### src/rtl/sargantana_icache_pkg.sv
// Shared types and default geometry for the instruction-cache RAM writer.
// The defaults describe a 64-set, 4-way cache with 256-bit lines filled by 64-bit beats.
package sargantana_icache_pkg;

   localparam int ICACHE_DEPTH_DEF = 64;
   localparam int ADDR_WIDHT_DEF   = 6;
   localparam int SET_WIDHT_DEF    = 256;
   localparam int BEAT_WIDTH_DEF   = 64;
   localparam int N_WAYS_DEF       = 4;

   localparam int NB = SET_WIDHT_DEF / BEAT_WIDTH_DEF;

   typedef enum logic [1:0] {
      IDLE,
      COLLECT,
      WRITE,
      FLUSH
   } ram_writer_state_t;

   typedef logic [SET_WIDHT_DEF-1:0] icache_line_t;

   // A single-beat line still needs a one-bit counter.
   function automatic int beat_cnt_width(input int nb);
      return (nb > 1) ? $clog2(nb) : 1;
   endfunction

endpackage

### src/rtl/sargantana_line_assembler.sv
// Collects refill beats into a full cache line, beat 0 in the least significant bits.
// o_last_beat is high while the next accepted beat completes the line.
module sargantana_line_assembler
   import sargantana_icache_pkg::*;
#(
   parameter int SET_WIDHT  = SET_WIDHT_DEF,
   parameter int BEAT_WIDTH = BEAT_WIDTH_DEF,
   parameter int N_BEATS    = NB
) (
   input  logic                  clk_i,
   input  logic                  rst_i,
   input  logic                  i_clear,
   input  logic                  i_beat_en,
   input  logic [BEAT_WIDTH-1:0] i_beat_data,
   output logic [SET_WIDHT-1:0]  o_line,
   output logic                  o_last_beat
);

   localparam int               LP_CW   = beat_cnt_width(N_BEATS);
   localparam logic [LP_CW-1:0] LP_LAST = LP_CW'(N_BEATS - 1);

   logic [LP_CW-1:0] r_cnt;

   always_ff @(posedge clk_i or posedge rst_i) begin
      if (rst_i) begin
         r_cnt <= '0;
      end else if (i_clear) begin
         r_cnt <= '0;
      end else if (i_beat_en) begin
         r_cnt <= (r_cnt == LP_LAST) ? '0 : r_cnt + 1'b1;
      end
   end

   genvar gi;
   generate
      for (gi = 0; gi < N_BEATS; gi++) begin : g_beat
         logic [BEAT_WIDTH-1:0] r_beat;

         always_ff @(posedge clk_i or posedge rst_i) begin
            if (rst_i) begin
               r_beat <= '0;
            end else if (i_beat_en && (r_cnt == LP_CW'(gi))) begin
               r_beat <= i_beat_data;
            end
         end

         assign o_line[gi*BEAT_WIDTH +: BEAT_WIDTH] = r_beat;
      end
   endgenerate

   assign o_last_beat = (r_cnt == LP_LAST);

endmodule

### src/rtl/sargantana_icache_ram_writer.sv
// Drives the per-way icache set RAMs: refill line writes, whole-array flush sweeps,
// and core lookup reads, with writes always winning the shared port.
module sargantana_icache_ram_writer
   import sargantana_icache_pkg::*;
#(
   parameter int ICACHE_DEPTH = ICACHE_DEPTH_DEF,
   parameter int ADDR_WIDHT   = ADDR_WIDHT_DEF,
   parameter int SET_WIDHT    = SET_WIDHT_DEF,
   parameter int BEAT_WIDTH   = BEAT_WIDTH_DEF,
   parameter int N_WAYS       = N_WAYS_DEF
) (
   input  logic                  clk_i,
   input  logic                  rst_i,
   input  logic                  refill_start_i,
   input  logic [ADDR_WIDHT-1:0] refill_idx_i,
   input  logic [N_WAYS-1:0]     refill_way_i,
   input  logic                  beat_valid_i,
   input  logic [BEAT_WIDTH-1:0] beat_data_i,
   output logic                  beat_ready_o,
   input  logic                  flush_i,
   input  logic                  lookup_req_i,
   input  logic [ADDR_WIDHT-1:0] lookup_idx_i,
   output logic                  lookup_gnt_o,
   output logic [N_WAYS-1:0]     ram_req_o,
   output logic                  ram_we_o,
   output logic [ADDR_WIDHT-1:0] ram_addr_o,
   output logic [SET_WIDHT-1:0]  ram_data_o,
   output logic                  busy_o,
   output logic                  done_o
);

   localparam int                    LP_NB       = SET_WIDHT / BEAT_WIDTH;
   localparam logic [ADDR_WIDHT-1:0] LP_LAST_SET = ADDR_WIDHT'(ICACHE_DEPTH - 1);

   ram_writer_state_t      r_state;
   logic [ADDR_WIDHT-1:0]  r_flush_cnt;
   logic [ADDR_WIDHT-1:0]  r_idx;
   logic [N_WAYS-1:0]      r_way;
   logic                   r_flush_pending;
   logic                   r_done;

   logic                   w_beat_en;
   logic                   w_clear;
   logic                   w_last_beat;
   logic                   w_gnt;
   logic [SET_WIDHT-1:0]   w_line;

   assign w_beat_en = (r_state == COLLECT) && beat_valid_i;
   assign w_clear   = (r_state != COLLECT);

   sargantana_line_assembler #(
      .SET_WIDHT  (SET_WIDHT),
      .BEAT_WIDTH (BEAT_WIDTH),
      .N_BEATS    (LP_NB)
   ) u_line_assembler (
      .clk_i       (clk_i),
      .rst_i       (rst_i),
      .i_clear     (w_clear),
      .i_beat_en   (w_beat_en),
      .i_beat_data (beat_data_i),
      .o_line      (w_line),
      .o_last_beat (w_last_beat)
   );

   // done_o is asserted on the transition into the completing cycle so it lines up with it.
   always_ff @(posedge clk_i or posedge rst_i) begin
      if (rst_i) begin
         r_state         <= IDLE;
         r_flush_cnt     <= '0;
         r_idx           <= '0;
         r_way           <= '0;
         r_flush_pending <= 1'b0;
         r_done          <= 1'b0;
      end else begin
         r_done <= 1'b0;
         case (r_state)
            IDLE: begin
               if (flush_i || r_flush_pending) begin
                  r_state         <= FLUSH;
                  r_flush_cnt     <= '0;
                  r_flush_pending <= 1'b0;
                  r_done          <= (ICACHE_DEPTH == 1);
               end else if (refill_start_i) begin
                  r_state <= COLLECT;
                  r_idx   <= refill_idx_i;
                  r_way   <= refill_way_i;
               end
            end
            COLLECT: begin
               if (flush_i) r_flush_pending <= 1'b1;
               if (w_beat_en && w_last_beat) begin
                  r_state <= WRITE;
                  r_done  <= 1'b1;
               end
            end
            WRITE: begin
               if (flush_i) r_flush_pending <= 1'b1;
               r_state <= IDLE;
            end
            FLUSH: begin
               if (flush_i) r_flush_pending <= 1'b1;
               if (r_flush_cnt == LP_LAST_SET) begin
                  r_state     <= IDLE;
                  r_flush_cnt <= '0;
               end else begin
                  r_flush_cnt <= r_flush_cnt + 1'b1;
                  r_done      <= ((r_flush_cnt + 1'b1) == LP_LAST_SET);
               end
            end
            default: r_state <= IDLE;
         endcase
      end
   end

   assign w_gnt = lookup_req_i &&
                  ((r_state == COLLECT) ||
                   ((r_state == IDLE) && !flush_i && !r_flush_pending));

   always_comb begin
      ram_req_o  = '0;
      ram_we_o   = 1'b0;
      ram_addr_o = '0;
      ram_data_o = '0;
      case (r_state)
         WRITE: begin
            ram_req_o  = r_way;
            ram_we_o   = 1'b1;
            ram_addr_o = r_idx;
            ram_data_o = w_line;
         end
         FLUSH: begin
            ram_req_o  = '1;
            ram_we_o   = 1'b1;
            ram_addr_o = r_flush_cnt;
         end
         default: begin
            if (w_gnt) begin
               ram_req_o  = '1;
               ram_addr_o = lookup_idx_i;
            end
         end
      endcase
   end

   assign lookup_gnt_o = w_gnt;
   assign beat_ready_o = (r_state == COLLECT);
   assign busy_o       = (r_state != IDLE);
   assign done_o       = r_done;

endmodule

### config.mk
export PLATFORM = sky130hd
export DESIGN_NAME = sargantana_icache_ram_writer
export DESIGN_NICKNAME = d
export VERILOG_FILES = /design/src/rtl/sargantana_icache_pkg.sv /design/src/rtl/sargantana_line_assembler.sv /design/src/rtl/sargantana_icache_ram_writer.sv
export SDC_FILE = /design/constraint.sdc
export NUM_CORES = 1
export LEC_CHECK = 0
export ABC_AREA = 0
export BUFFER_PORTS_ARGS = -buffer_cell sky130_fd_sc_hd__buf_4
export CAP_MARGIN = 20
export CORE_MARGIN = 2
export CORE_UTILIZATION = 49
export CTS_BUF_LIST = sky130_fd_sc_hd__clkbuf_8
export DETAILED_ROUTE_END_ITERATION = 16
export PLACE_DENSITY = 0.79
export SYNTH_ARGS = -nofsm -noshare
export SYNTH_HDL_FRONTEND = slang
export SYNTH_SLANG_ARGS = --single-unit
### constraint.sdc
create_clock -name clk_i -period 8.9 [get_ports clk_i]
set_clock_uncertainty 0.2 [all_clocks]
set_input_delay 0.89 -clock clk_i [delete_from_list [all_inputs] [get_ports clk_i]]
set_output_delay 0.89 -clock clk_i [all_outputs]
set_load 0.02 [all_outputs]
**Word-level counts from Yosys, hierarchy flattened**

Cells that the tools add are included.

- Register bits: 278
- Bits in latches: 0
- Memory bits (writable): 0
- Memory bits (read-only): 0
- Word-level logic and storage cells: 74
- Memories kept: 0

- Add/subtract/negate cells: 2
- Multipliers: 0
- Divide/modulo/power cells: 0
- $lt $le $gt $ge: 0
- Equal/unequal tests: 14
- Shift-type cells: 0
- Multiplexer cells: 23
- Bitwise gates (word level): 1
- Reductions and logical operators: 23

Operators by type and width:

| cell | count |
|---|---|
| two-way mux 256 bit | 1 |
| one-hot mux 6 bit (2 select lines) | 2 |
| two-way mux 6 bit | 3 |
| two-way mux 2 bit | 7 |
| equality test 6 bit (second input constant) | 2 |
| equality test 2 bit (second input constant) | 4 |
| logical AND 1 bit | 8 |
| one-hot mux 2 bit (4 select lines) | 1 |
| one-hot mux 4 bit (2 select lines) | 1 |
| adder 6 x 1 -> 6 bit (second input constant) | 1 |
| inequality test 2 x 1 -> 1 bit (second input constant) | 3 |
| AND reduction 3 bit | 2 |
| nonzero test 2 bit | 3 |
| two-way mux 1 bit | 5 |
| equality test 2 x 1 -> 1 bit (second input constant) | 2 |
| logical NOT 2 bit | 2 |
| two-way mux 4 bit | 1 |
| inequality test 2 bit (second input constant) | 2 |
| one-hot mux 1 bit (2 select lines) | 2 |
| AND reduction 2 bit | 2 |
| inequality test 3 bit (second input constant) | 1 |
| OR reduction 3 bit | 1 |
| adder 2 x 1 -> 2 bit (second input constant) | 1 |
| logical NOT 1 bit | 2 |
| other kinds (3) | 4 |

**Longest topological paths before layout**

- Depth after elaboration: 7
- Depth in mapped cells: 8
- Mapped depth without buffers: 5

**Modules after synthesis**

A second synthesis with hierarchy kept.

- Cell total of the unflattened synthesis: 956
- Area, all modules: 13813.2 um^2

Modules (own cells, without submodules):

| module | times used | cells an instance | area each (um^2) |
|---|---|---|---|
| sargantana_line_assembler | 1 | 554 | 10904.2 |
| sargantana_icache_ram_writer | 1 | 402 | 2909.0 |

**Least setup slack after synthesis**

Ideal clock, no wire load.

- Path type: input to output
- Start point: in flush_i
- End point: out ram_addr_o[0]
- Arrival: 1753 ps
- Required time: 7810 ps
- Slack: 6057 ps
- Stages: 4
- Path buffers: 0
- Cell sequence: o21bai_1 nand3b_1 inv_1 a22o_1

- Longest elaborated chain between the ends: 7

Ends and longest elaborated chain:

| item | RTL line | source |
|---|---|---|
| start, declared | sargantana_icache_ram_writer.sv:20 | `input logic flush_i,` |
| logical NOT 1 bit | sargantana_icache_ram_writer.sv:117 | `((r_state == IDLE) && !flush_i && !r_flush_pending));` |
| logical AND 1 bit (2 in a row) | sargantana_icache_ram_writer.sv:117 |  |
| logical OR 1 bit | sargantana_icache_ram_writer.sv:116 | `((r_state == COLLECT) \|\|` |
| logical AND 1 bit | sargantana_icache_ram_writer.sv:115 | `assign w_gnt = lookup_req_i &&` |
| named net lookup_gnt_o | sargantana_icache_ram_writer.sv:23 | `output logic lookup_gnt_o,` |
| two-way mux 6 bit | sargantana_icache_ram_writer.sv:137 | `if (w_gnt) begin` |
| one-hot mux 6 bit (2 select lines) | sargantana_icache_ram_writer.sv:124 | `case (r_state)` |
| end, declared | sargantana_icache_ram_writer.sv:26 | `output logic [ADDR_WIDHT-1:0] ram_addr_o,` |

The timed path passes the listed nets, and every way through them passes these cells.

**Final worst setup path**

- Start point: reg r_state[1]
- End point: out ram_data_o[188]

- Longest elaborated chain between the ends: 2

Ends and longest elaborated chain:

| item | RTL line | source |
|---|---|---|
| start, declared | sargantana_icache_ram_writer.sv:35 | `ram_writer_state_t r_state;` |
| start signal, assigned | sargantana_icache_ram_writer.sv:68 | `r_state <= IDLE;` |
| start signal, assigned | sargantana_icache_ram_writer.sv:79 | `r_state <= FLUSH;` |
| start signal, assigned | sargantana_icache_ram_writer.sv:84 | `r_state <= COLLECT;` |
| equality test 2 bit | sargantana_icache_ram_writer.sv:124 |  |
| two-way mux 256 bit | sargantana_icache_ram_writer.sv:124 |  |
| end, declared | sargantana_icache_ram_writer.sv:27 | `output logic [SET_WIDHT-1:0] ram_data_o,` |

Every way passes these cells.

==> metrics.json <==
{
  "outcome": {"value": "finished, final reports clean"},
  "arrival": {"value": 3.65, "unit": "ns"},
  "max_freq": {"value": 211, "unit": "MHz"},
  "rows": {"value": 58},
  "fp.dieArea": {"value": 27000, "unit": "µm²"},
  "layout-area-overhead-vs-synth": {"value": 30.3, "unit": "%"},
  "grt_usage": {"value": 0.224},
  "dp_hpwl": {"value": 20100, "unit": "µm"},
  "syn_area": {"value": 12600, "unit": "µm²"},
  "postCtsResizedCells": {"value": 0},
  "layout.filler_cells": {"value": 1979},
  "place.detailed.instances": {"value": 1580},
  "grt_overflow_total": {"value": 0},
  "time_the_final_worst_path_needs_with_i_o_delays_and_setup": {"value": 4.74, "unit": "ns"},
  "multiInputGateArea": {"value": 5330, "unit": "µm²"},
  "route.antenna.remaining_nets": {"value": 0},
  "path_clk_slew": {"value": 0.06, "unit": "ns"},
  "worst_ep_required_time": {"value": 7.81, "unit": "ns"},
  "totalNegativeSetupSlack": {"value": 0, "unit": "ns"},
  "setup_viol": {"value": 0},
  "timing.final.hold_violations": {"value": 0},
  "finalWirelength": {"value": 30800, "unit": "µm"},
  "async_set_reset_flop_share_out_of_synthesis": {"value": 1.00},
  "antenna_fix_cells": {"value": 0},
  "drive_gt1_frac": {"value": 0.519},
  "cts_hold_buf": {"value": 0},
  "worstSetupStartpointType": {"value": "flop"},
  "power_leakage": {"value": 0.00839, "unit": "µW"},
  "grt_max_degree": {"value": 152},
  "num_vias": {"value": 8425},
  "power_per_cell_area": {"value": 305, "unit": "nW/µm²"},
  "average_instance_area_after_synthesis": {"value": 13.3, "unit": "µm²"},
  "timing.max_cap.violations": {"value": 0},
  "cts_setup_buffers": {"value": 0},
  "grt_first_pass_wirelength": {"value": 47600, "unit": "µm"},
  "design.core.area": {"value": 25300, "unit": "µm²"},
  "synthesis.nets": {"value": 1041},
  "yosys_warnings": {"value": 0},
  "die_height": {"value": 164, "unit": "µm"},
  "start_util": {"value": 0.500},
  "rsz_0062_raised_after_global_routing": {"value": "no"},
  "cts_inserted_buffers": {"value": 48},
  "maxSlewViolCount": {"value": 0},
  "synth_top_flop_cell": {"value": "dfrtp_1"},
  "grt.met3_usage": {"value": 0.0625},
  "drt-initial-drc-count": {"value": 476},
  "cts_htree_levels": {"value": 2},
  "clk_sinks": {"value": 278},
  "dpl_cell_area": {"value": 15400, "unit": "µm²"},
  "cp-end-kind": {"value": "output port"},
  "die_width": {"value": 164, "unit": "µm"},
  "drt_pass1_iterations": {"value": 4},
  "grt_busiest_layer": {"value": "met2"},
  "layout.nets": {"value": 1393},
  "worst_pin_slew": {"value": 1.09, "unit": "ns"},
  "post_drt_wl_per_cell": {"value": 18.5, "unit": "µm"},
  "post-route-drc-count": {"value": 0},
  "port-buffer-count": {"value": 356},
  "grt.met2_usage": {"value": 0.372},
  "tritoncts_clock_tree": {"value": "done"},
  "final_min_period_over_clock_period": {"value": 0.532},
  "synth-edff-count": {"value": 0},
  "synth_cell_types": {"value": 37},
  "holdCritPathClass": {"value": "in -> async"},
  "path_class": {"value": "reg -> out"},
  "via_count_of_the_first_global_routing_pass": {"value": 8636},
  "grt.met1_usage": {"value": 0.288},
  "avgViaCountPerCell": {"value": 5.06},
  "slew_headroom": {"value": 0.272},
  "final_util": {"value": 0.651},
  "synth_seq_area_share": {"value": 0.551},
  "ys_seq_elements": {"value": 278},
  "cp_max_fo": {"value": 143},
  "clock_tree.buffer_depth": {"value": 3},
  "cts_root_buf": {"value": "clkbuf_8"},
  "vdd_drop_max": {"value": 0.000188, "unit": "V"},
  "initial_antenna_violation_count": {"value": 0},
  "layoutNonFillerInstCount": {"value": 1664},
  "stdcell_area": {"value": 16400, "unit": "µm²"},
  "top_level_ports": {"value": 357},
  "finalWeightedCongestion": {"value": 0.819},
  "clock_latency": {"value": 0.53, "unit": "ns"},
  "ff_latch_area": {"value": 6960, "unit": "µm²"},
  "netlist_instances": {"value": 949}
}
[through the flow]
stage / power (µW) / hold slack, ns / setup slack [ns]
after floorplan: 3280 / 0.256 / 0.145
after global placement: 3820 / 0.265 / 4.81
after detailed placement: 3900 / 0.273 / 4.71
after CTS: 5060 / 0.288 / 4.13
after global routing: 5320 / 0.0886 / 3.84
final: 5020 / 0.109 / 4.16
[kinds of logic (layout without fill, tap and decap cells)]
logic type,Yosys count,in the layout,share of synthesized area
mux,273,273,0.255
simple gates,294,294,0.145
compound gates,26,26,0.0137
fa+ha+maj,6,6,0.00595
flops,278,278,0.551
buf+inv,68,453,0.0262
xor+xnor,4,4,0.00278
[worst paths after layout]
kind	end	slack, ns	startpoint	cells past startpoint
worst max-delay path	ram_data_o[188]	4.16	r_state[1]$_DFFE_PP0P_	4
worst min-delay path	u_line_assembler.g_beat[1].r_beat[37]$_DFFE_PP0P_	0.11	rst_i	2
worst max register to register	u_line_assembler.g_beat[3].r_beat[40]$_DFFE_PP0P_	5.82	r_state[0]$_DFFE_PP0P_	5
worst min register to register	u_line_assembler.g_beat[0].r_beat[18]$_DFFE_PP0P_	0.28	u_line_assembler.g_beat[0].r_beat[18]$_DFFE_PP0P_	1
max in group asynchronous	u_line_assembler.g_beat[3].r_beat[28]$_DFFE_PP0P_	6.66	rst_i	4
min in group clk_i	u_line_assembler.g_beat[0].r_beat[18]$_DFFE_PP0P_	0.28	u_line_assembler.g_beat[0].r_beat[18]$_DFFE_PP0P_	1
[sequential cells by signal (all words and copies together), names as in the netlist]
register / cells
done_o: 1
r_flush_cnt: 6
r_flush_pending: 1
r_idx: 6
r_state: 2
r_way: 4
u_line_assembler.g_beat.r_beat: 256
u_line_assembler.r_cnt: 2
[worst max-delay path, stage by stage, from the launching register on]
cell,delay (ns)
dfrtp_1,0.74
and2b_4,0.89
buf_4,0.89
and2_1,0.26
buf_4,0.15
[cells in the final DEF (no fill, tap or decap), types with 4 or more instances in the layout]
cell type / count
inv_1: 24
clkbuf_8: 62
mux2_1: 16
nand2_1: 12
buf_4: 360
and2_1: 256
ha_1: 6
a22o_1: 6
mux2_4: 38
nor2_1: 9
o21ai_0: 11
dfrtp_1: 278
nand3_1: 4
mux2_2: 218
[metal layers]
layer	up-vias	part of all wire
li1	3886	-
met1	4202	0.41
met2	283	0.49
met3	54	0.077
met4	0	0.023
met5	-	0
[cell usage after synthesis (8+ instances only)]
| cell type | instances | area share |
|---|---|---|
| inv_1 | 8 | 0.0024 |
| nor2_1 | 9 | 0.0027 |
| mux2_1 | 16 | 0.014 |
| clkbuf_1 | 28 | 0.0083 |
| buf_2 | 24 | 0.0095 |
| dfrtp_1 | 278 | 0.55 |
| mux2_2 | 218 | 0.19 |
| o21ai_0 | 11 | 0.0044 |
| and2_1 | 256 | 0.13 |
| mux2_4 | 38 | 0.045 |
| nand2_1 | 12 | 0.0036 |
[power breakdown]
group,switching [µW],internal [µW],total [µW]
Combinational,805,924,1730
Sequential,321,1820,2140
Clock,495,648,1140
[area by class of cell]
type                       count  share of cell area
clock inverter                21             0.00662
clock buffer                  62              0.0519
timing repair buffer         361               0.166
multi-input combinational    603               0.324
sequential                   278               0.423
inverter                       9             0.00251
tap                          330              0.0251
Note: power is estimated with default switching activity, not from simulation.
